<file path="src/rtl/apa102_frame_tx.sv">
// APA102 strand serializer: start frame, NUM_LEDS pixel frames, end frame.
// Pixels arrive over valid/ready; sck/mosi are registered.
module apa102_frame_tx #(
  parameter int NUM_LEDS = 14,
  parameter int HALF_DIV = 64
) (
  input  logic       clk,
  input  logic       reset,
  input  logic       start,
  output logic       busy,
  output logic       done,
  input  logic       pix_valid,
  output logic       pix_ready,
  input  logic [4:0] pix_brightness,
  input  logic [7:0] pix_blue,
  input  logic [7:0] pix_green,
  input  logic [7:0] pix_red,
  output logic       sck,
  output logic       mosi
);

  localparam int DW = $clog2(HALF_DIV + 1);
  localparam int LW = $clog2(NUM_LEDS + 1);
  localparam logic [DW-1:0] DIV_LAST = DW'(HALF_DIV - 1);
  localparam logic [LW-1:0] LED_LAST = LW'(NUM_LEDS);

  typedef enum logic [2:0] {
    IDLE,
    SFRAME,
    FETCH,
    LFRAME,
    EFRAME
  } state_t;

  state_t        state, state_n;
  logic [31:0]   shift, shift_n;
  logic [4:0]    bitcnt, bit_n;
  logic [LW-1:0] ledcnt, led_n;
  logic [DW-1:0] div, div_n;
  logic          sck_n;
  logic          done_n;
  logic [31:0]   pix_word;

  assign pix_word  = {3'b111, pix_brightness,
                      pix_blue, pix_green, pix_red};
  assign busy      = (state != IDLE);
  assign pix_ready = (state == FETCH);
  // The last bit is never shifted out, so mosi holds through FETCH.
  assign mosi      = shift[31];

  always_ff @(posedge clk or posedge reset) begin
    if (reset) begin
      state  <= IDLE;
      shift  <= '0;
      bitcnt <= '0;
      ledcnt <= '0;
      div    <= '0;
      sck    <= 1'b0;
      done   <= 1'b0;
    end else begin
      state  <= state_n;
      shift  <= shift_n;
      bitcnt <= bit_n;
      ledcnt <= led_n;
      div    <= div_n;
      sck    <= sck_n;
      done   <= done_n;
    end
  end

  always_comb begin
    state_n = state;
    shift_n = shift;
    bit_n   = bitcnt;
    led_n   = ledcnt;
    div_n   = div;
    sck_n   = sck;
    done_n  = 1'b0;
    unique case (state)
      IDLE: begin
        if (start) begin
          state_n = SFRAME;
          shift_n = '0;
          bit_n   = '0;
          led_n   = '0;
          div_n   = '0;
          sck_n   = 1'b0;
        end
      end
      FETCH: begin
        if (pix_valid) begin
          state_n = LFRAME;
          shift_n = pix_word;
          led_n   = ledcnt + LW'(1);
          div_n   = '0;
        end
      end
      SFRAME, LFRAME, EFRAME: begin
        if (div != DIV_LAST) begin
          div_n = div + DW'(1);
        end else begin
          div_n = '0;
          sck_n = ~sck;
          if (sck) begin
            bit_n = bitcnt + 5'd1;
            if (bitcnt != 5'd31) begin
              shift_n = {shift[30:0], 1'b0};
            end else if (state == SFRAME) begin
              state_n = FETCH;
            end else if (state == LFRAME &&
                         ledcnt != LED_LAST) begin
              state_n = FETCH;
            end else if (state == LFRAME) begin
              state_n = EFRAME;
              shift_n = '1;
            end else begin
              state_n = IDLE;
              shift_n = '0;
              done_n  = 1'b1;
            end
          end
        end
      end
    endcase
  end

endmodule
</file>
<file path="config.mk">
export PLATFORM = sky130hd
export DESIGN_NAME = apa102_frame_tx
export DESIGN_NICKNAME = d
export VERILOG_FILES = /design/src/rtl/apa102_frame_tx.sv
export SDC_FILE = /design/constraint.sdc
export NUM_CORES = 1
export LEC_CHECK = 0
export BUFFER_PORTS_ARGS = -buffer_cell sky130_fd_sc_hd__buf_2
export CAP_MARGIN = 30
export CORE_ASPECT_RATIO = 0.8
export CORE_MARGIN = 8
export CORE_UTILIZATION = 45
export DETAILED_ROUTE_END_ITERATION = 16
export GPL_TIMING_DRIVEN = 1
export PLACE_DENSITY_LB_ADDON = 0.3
export SLEW_MARGIN = 20
export SYNTH_ARGS = -nofsm -noshare
export SYNTH_HDL_FRONTEND = slang
export SYNTH_SLANG_ARGS = --single-unit
export TNS_END_PERCENT = 20
</file>
<file path="constraint.sdc">
create_clock -name clk -period 6.9 [get_ports clk]
set_clock_uncertainty 0.15 [all_clocks]
set_input_delay 0.69 -clock clk [delete_from_list [all_inputs] [get_ports clk]]
set_output_delay 0.69 -clock clk [all_outputs]
set_load 0.02 [all_outputs]
</file>
### After elaboration in Yosys (flattened, before gate mapping)

Index checks and enable logic that the tools add are counted.

* bits in registers: 53
* word-level logic and storage cells: 76
* output and inout port bits: 5

* reductions and logical operators: 12
* eq/ne operators: 14
* add/subtract/negate cells: 3
* muxes and demuxes: 39
* bitwise logic cells: 1

Operators by type and width (count)
* $mux 32: 8
* $pmux 32 s3: 1
* $mux 3: 8
* $mux 7: 3
* $pmux 7 s3: 1
* $mux 5: 3
* $ne 2x2->1 const B: 5
* $pmux 5 s2: 1
* $mux 1: 9
* $pmux 3 s3: 1
* $mux 4: 2
* $pmux 4 s2: 1
* $add 7x1->7 const B: 1
* $ne 7x6->1 const B: 1
* $eq 3x2->1 const B: 2
* $ne 3x3->1 const B: 2
* $reduce_and 3->1: 2
* $reduce_and 6->1: 1
* $add 5x1->5 const B: 1
* $ne 5x5->1 const B: 1
* $reduce_and 5->1: 1
* $add 4x1->4 const B: 1
* $ne 4x4->1 const B: 1
* $reduce_and 4->1: 1
* other kinds (10): 11

### Logic depth before layout (Yosys ltp)

* word-level depth: 8
* mapped depth: 9

### Worst setup path after synthesis

Ideal clock, no wire load.

* path type: reg-to-reg
* start: register bitcnt[0]
* end: register shift[1]
* arrival: 1.941 ns
* buffers on the path: 2
* required time: 6.625 ns
* path slack: 4.684 ns
* stages on the path, launching flop included: 10
* cells stage by stage: dfrtp_1 ha_1 and3_1 ha_1 clkbuf_1 and2_1 clkbuf_1 a21oi_1 o2bb2ai_1 mux2_4

* word-level cells in the longest chain between the ends: 5
* elaborated cells between the ends (all ways): 8
* classes of those cells: eq/ne (3); mux (4); reduce/logical (1)

RTL lines
* start: declaration: line 37 `logic [4:0] bitcnt, bit_n;`
* start signal: assignment: line 63 `bitcnt <= bit_n;`
* $ne 5x5->1 *: line 106 `if (bitcnt != 5'd31) begin`
* $mux 32: line 106
* $mux 32: line 104 `if (sck) begin`
* $mux 32: line 99 `if (div != DIV_LAST) begin`
* $pmux 32 s3: line 79 `unique case (state)`
* end signal: assignment: line 62 `shift <= shift_n;`
* end: declaration: line 36 `logic [31:0] shift, shift_n;`

Every way passes the cells marked *; elsewhere a longest branch is shown, timed or not. The select of a mux whose other input is x is not followed.
A chain may end at the register's enable or synchronous reset.

### Worst setup path after layout

* start: register bitcnt[0]
* end: register shift[9]

The elaborated chain is that of the path after synthesis.

==> results_dict.tcl <==
set metrics [dict create \
    pwr-share-clk_pct 28.2 \
    io_pins 38 \
    synthCells 280 \
    crit_required_ps 6940 \
    grt_max_degree 54 \
    routedWlPerCell_um 15.0 \
    gpl.final_weighted_congestion 0.820 \
    detail-route-antenna-nets 0 \
    outcome "finished clean" \
    clock_tree.buffer_depth 2 \
    layoutNonFillerInstCount 397 \
    place.port_buffers 37 \
    power.net_switching_uw 170 \
    power_leakage_uw 0.00152 \
    num_antenna_cells 0 \
    post_synth_mux_area_share_pct 16.0 \
    slowest_delay_ps 480 \
    min-delay-start "shift[17]" \
    setup.worst_path.end_class "flop" \
    synth_top_family_by_area "compound AO/OA/AOI/OAI gates" \
    detail_route.iter0.violations 68 \
    route.detailed.drc 0 \
    crit_arrival_ps 2790 \
    overflow 0 \
    detail_routed_via_count_per_cell 5.47 \
    root_buffer "sky130_fd_sc_hd__clkbuf_8" \
    synth_sequential_area_ratio_pct 45.4 \
    synth.net_count 318 \
    post_dp_cell_area_um2 3140 \
    worstReg2RegStart "bitcnt[0]" \
    yosysUniqueCellTypes 41 \
    final-hold-violation-count 0 \
    cell_repeated_most_along_the_worst_path "sky130_fd_sc_hd__ha_1" \
    initial_antenna_violation_count 0 \
    period_share_pct 39.8 \
    cellPowerDensity_nw_per_um2 188 \
    power_frac_seq_pct 57.1 \
    synth_edf_count 0 \
    setup_viol_count_final 0 \
    sequential_cell_area_um2 1330 \
    core_area_um2 6340 \
    die_area_um2 9340 \
    timing_worst_setup_path_type "flop to flop" \
    critPathMaxFanout 32 \
    routed-via-count 2170 \
    hold_path_endpoint "shift[17]" \
    multiInputGateArea_um2 1480 \
    period_needed_ps 2750 \
    final.fill_count 594 \
    timing.hold.worst.class "flop to flop" \
    post_place_cells 388 \
    clock_tree_from_tritoncts "done" \
    ys_ff_latch 53 \
    worst_path_dominant_cell_family "buffers and inverters" \
    die_w_um 106 \
    compound_gate_fraction_of_synth_area_pct 16.7 \
    vdd.ir_drop.worst_uv 119 \
    hpwl_after_detailed_placement_um 4140 \
    pins_over_slew_limit 0 \
    synth_warnings 0 \
    synth_fa_ha_area_share_pct 2.14 \
    cts_hold_repair.buffers 0 \
    post_route_cells_drive_above_1_share_pct 25.2 \
    source_to_sink_clock_delay_at_the_later_pin_of_the_worst_skew_pair_ps 300 \
    grt_setup_unrepaired "no" \
    rr_endpoint "shift[9]" \
    timing.critical_path.slowest_stage_cell "sky130_fd_sc_hd__buf_4" \
    finalNetCount 350 \
    fmax_ghz 0.364 \
    synth_simple_gate_area_share_pct 14.0 \
    cts-htree-levels 2 \
    yosys_most_used_dff "sky130_fd_sc_hd__dfrtp_1" \
    first_global_vias 2106 \
    cts.sink_count 53 \
    cts_resized 0 \
    die_h_um 88.1 \
    core.rowCount 26 \
    fin_area_um2 3250 \
    timing.critical_path.buf_inv 2 \
    fin_tns_setup_ps 0 \
    asyncSetResetFlopFracSynth_pct 100 \
    synthXorXnorAreaFrac_pct 1.80 \
    drt_pass1_iterations 4 \
    maxCapViolations 0 \
    path_clk_slew_ps 90 \
    gr-usage-all-layers_pct 13.0 \
    cts_inserted_buffers 5 \
    flow.area_growth_from_synthesis_pct 11.2 \
    sw_share_pct 27.7 \
    cell_internal_pwr_uw 442 \
    detail_route.wirelength_um 5940 \
    ff2ff_setup_slack_ps 4150 \
    slew_headroom_pct 34.2 \
    hold_depth 1 \
    p_comb_share_pct 14.7 \
    cts_setup_buffers 0 \
    worst_setup_path_start_kind "flop" \
    tightest_pin_transition_ps 987 \
    synth_area_um2 2920 \
    reg2regPathDepth 8 \
    grt_first_pass_wirelength_um 10000 \
    syn_avg_cell_area_um2 10.4 \
    worstPathCellList "ha_1, and3_1, ha_1, buf_8, nand2_1, o221ai_4, buf_4, mux2_2" \
    initial_utilization_pct 46.0 \
]
-- per-stage QoR --
step / total power [uW] / util, % / hold slack, ps / setup slack [ps]
floorplan: 420 / - / 315 / 4680
global placement: 444 / 49.6 / 324 / 3860
detailed placement: 446 / 49.6 / 332 / 3810
CTS: 619 / 50.9 / 354 / 3780
global route: 645 / 51.2 / 379 / 4020
finish: 612 / 51.2 / 354 / 4150
-- synth_stat cells (9+ instances only) --
cell                         n  share of area (%)
sky130_fd_sc_hd__mux2_1     10                3.9
sky130_fd_sc_hd__o21ai_0    24                4.1
sky130_fd_sc_hd__nand3_1     9                1.5
sky130_fd_sc_hd__o2bb2ai_1  13                3.9
sky130_fd_sc_hd__dfrtp_1    53                 45
sky130_fd_sc_hd__clkbuf_1   12                1.5
sky130_fd_sc_hd__mux2_4     20                 10
sky130_fd_sc_hd__nor2_1     32                4.1
sky130_fd_sc_hd__nand2_1    32                4.1
sky130_fd_sc_hd__a21oi_1    14                2.4
-- flip-flops by register name (all words and copies together) (netlist names) --
| signal | count |
|---|---|
| shift | 32 |
| bitcnt | 5 |
| ledcnt | 4 |
| sck | 1 |
| state | 3 |
| done | 1 |
| div | 7 |
-- layer usage --
layer / part of all wire [%] / track usage (%)
met2: 43 / 20.3
met3: 5.5 / 3.90
met4: 0.45 / 2.68
met1: 51 / 17.6
met5: 0 / 0
-- worst max path at each step --
| stage | from | cells past startpoint | end | slack (ps) |
|---|---|---|---|---|
| 2_1_floorplan | bitcnt[0] | 9 | shift[1] | 4680 |
| 3_3_place_gp | bitcnt[0] | 7 | shift[10] | 3860 |
| 3_5_place_dp | bitcnt[0] | 7 | shift[12] | 3810 |
| 4_1_cts | bitcnt[0] | 7 | shift[12] | 3780 |
| 5_1_grt | bitcnt[0] | 8 | shift[15] | 4020 |
| 6_report | bitcnt[0] | 8 | shift[9] | 4150 |
-- cells by family after synthesis --
logic type	after synthesis
simple gates	91
compound gates	69
flops	53
mux	35
buf+inv	21
xor+xnor	6
fa+ha+maj	5
-- power by group through the flow --
stage | logic [uW] | registers (uW) | clock network, uW
2_1_floorplan | 69.8 | 350 | 0
3_3_place_gp | 88.2 | 355 | 0
3_5_place_dp | 90.5 | 355 | 0
4_1_cts | 90.8 | 349 | 179
5_1_grt | 101 | 353 | 192
6_report | 89.7 | 350 | 173
-- placed cells by master, fill, tap and decap left out, types with 2 or more instances in the layout --
master                        n
sky130_fd_sc_hd__buf_2       37
sky130_fd_sc_hd__mux2i_1      2
sky130_fd_sc_hd__a22o_1       3
sky130_fd_sc_hd__ha_1         5
sky130_fd_sc_hd__mux2_1      10
sky130_fd_sc_hd__clkinvlp_4   2
sky130_fd_sc_hd__and3_1       2
sky130_fd_sc_hd__dfrtp_1     53
sky130_fd_sc_hd__o2bb2ai_1   13
sky130_fd_sc_hd__o22ai_1      3
sky130_fd_sc_hd__o21ai_0     24
sky130_fd_sc_hd__a21oi_1     14
sky130_fd_sc_hd__a32o_1       2
sky130_fd_sc_hd__buf_4        4
sky130_fd_sc_hd__nand2b_1     3
sky130_fd_sc_hd__inv_1        3
sky130_fd_sc_hd__xnor2_1      5
sky130_fd_sc_hd__mux2_4      20
sky130_fd_sc_hd__clkbuf_8     5
sky130_fd_sc_hd__a21boi_0     3
sky130_fd_sc_hd__nand3_1      9
sky130_fd_sc_hd__mux2_2       3
sky130_fd_sc_hd__or3_1        3
sky130_fd_sc_hd__nor2_1      32
sky130_fd_sc_hd__nand2_1     32
-- cell type report --
| class | count | share of cell area [%] |
|---|---|---|
| Multi-Input combinational cell | 206 | 45.7 |
| Sequential cell | 53 | 40.8 |
| Timing Repair Buffer | 42 | 7.09 |
| Tap cell | 84 | 3.24 |
| Clock buffer | 6 | 2.24 |
| Clock inverter | 2 | 0.462 |
| Inverter | 4 | 0.462 |
Note: power is estimated with default switching activity, not from simulation.
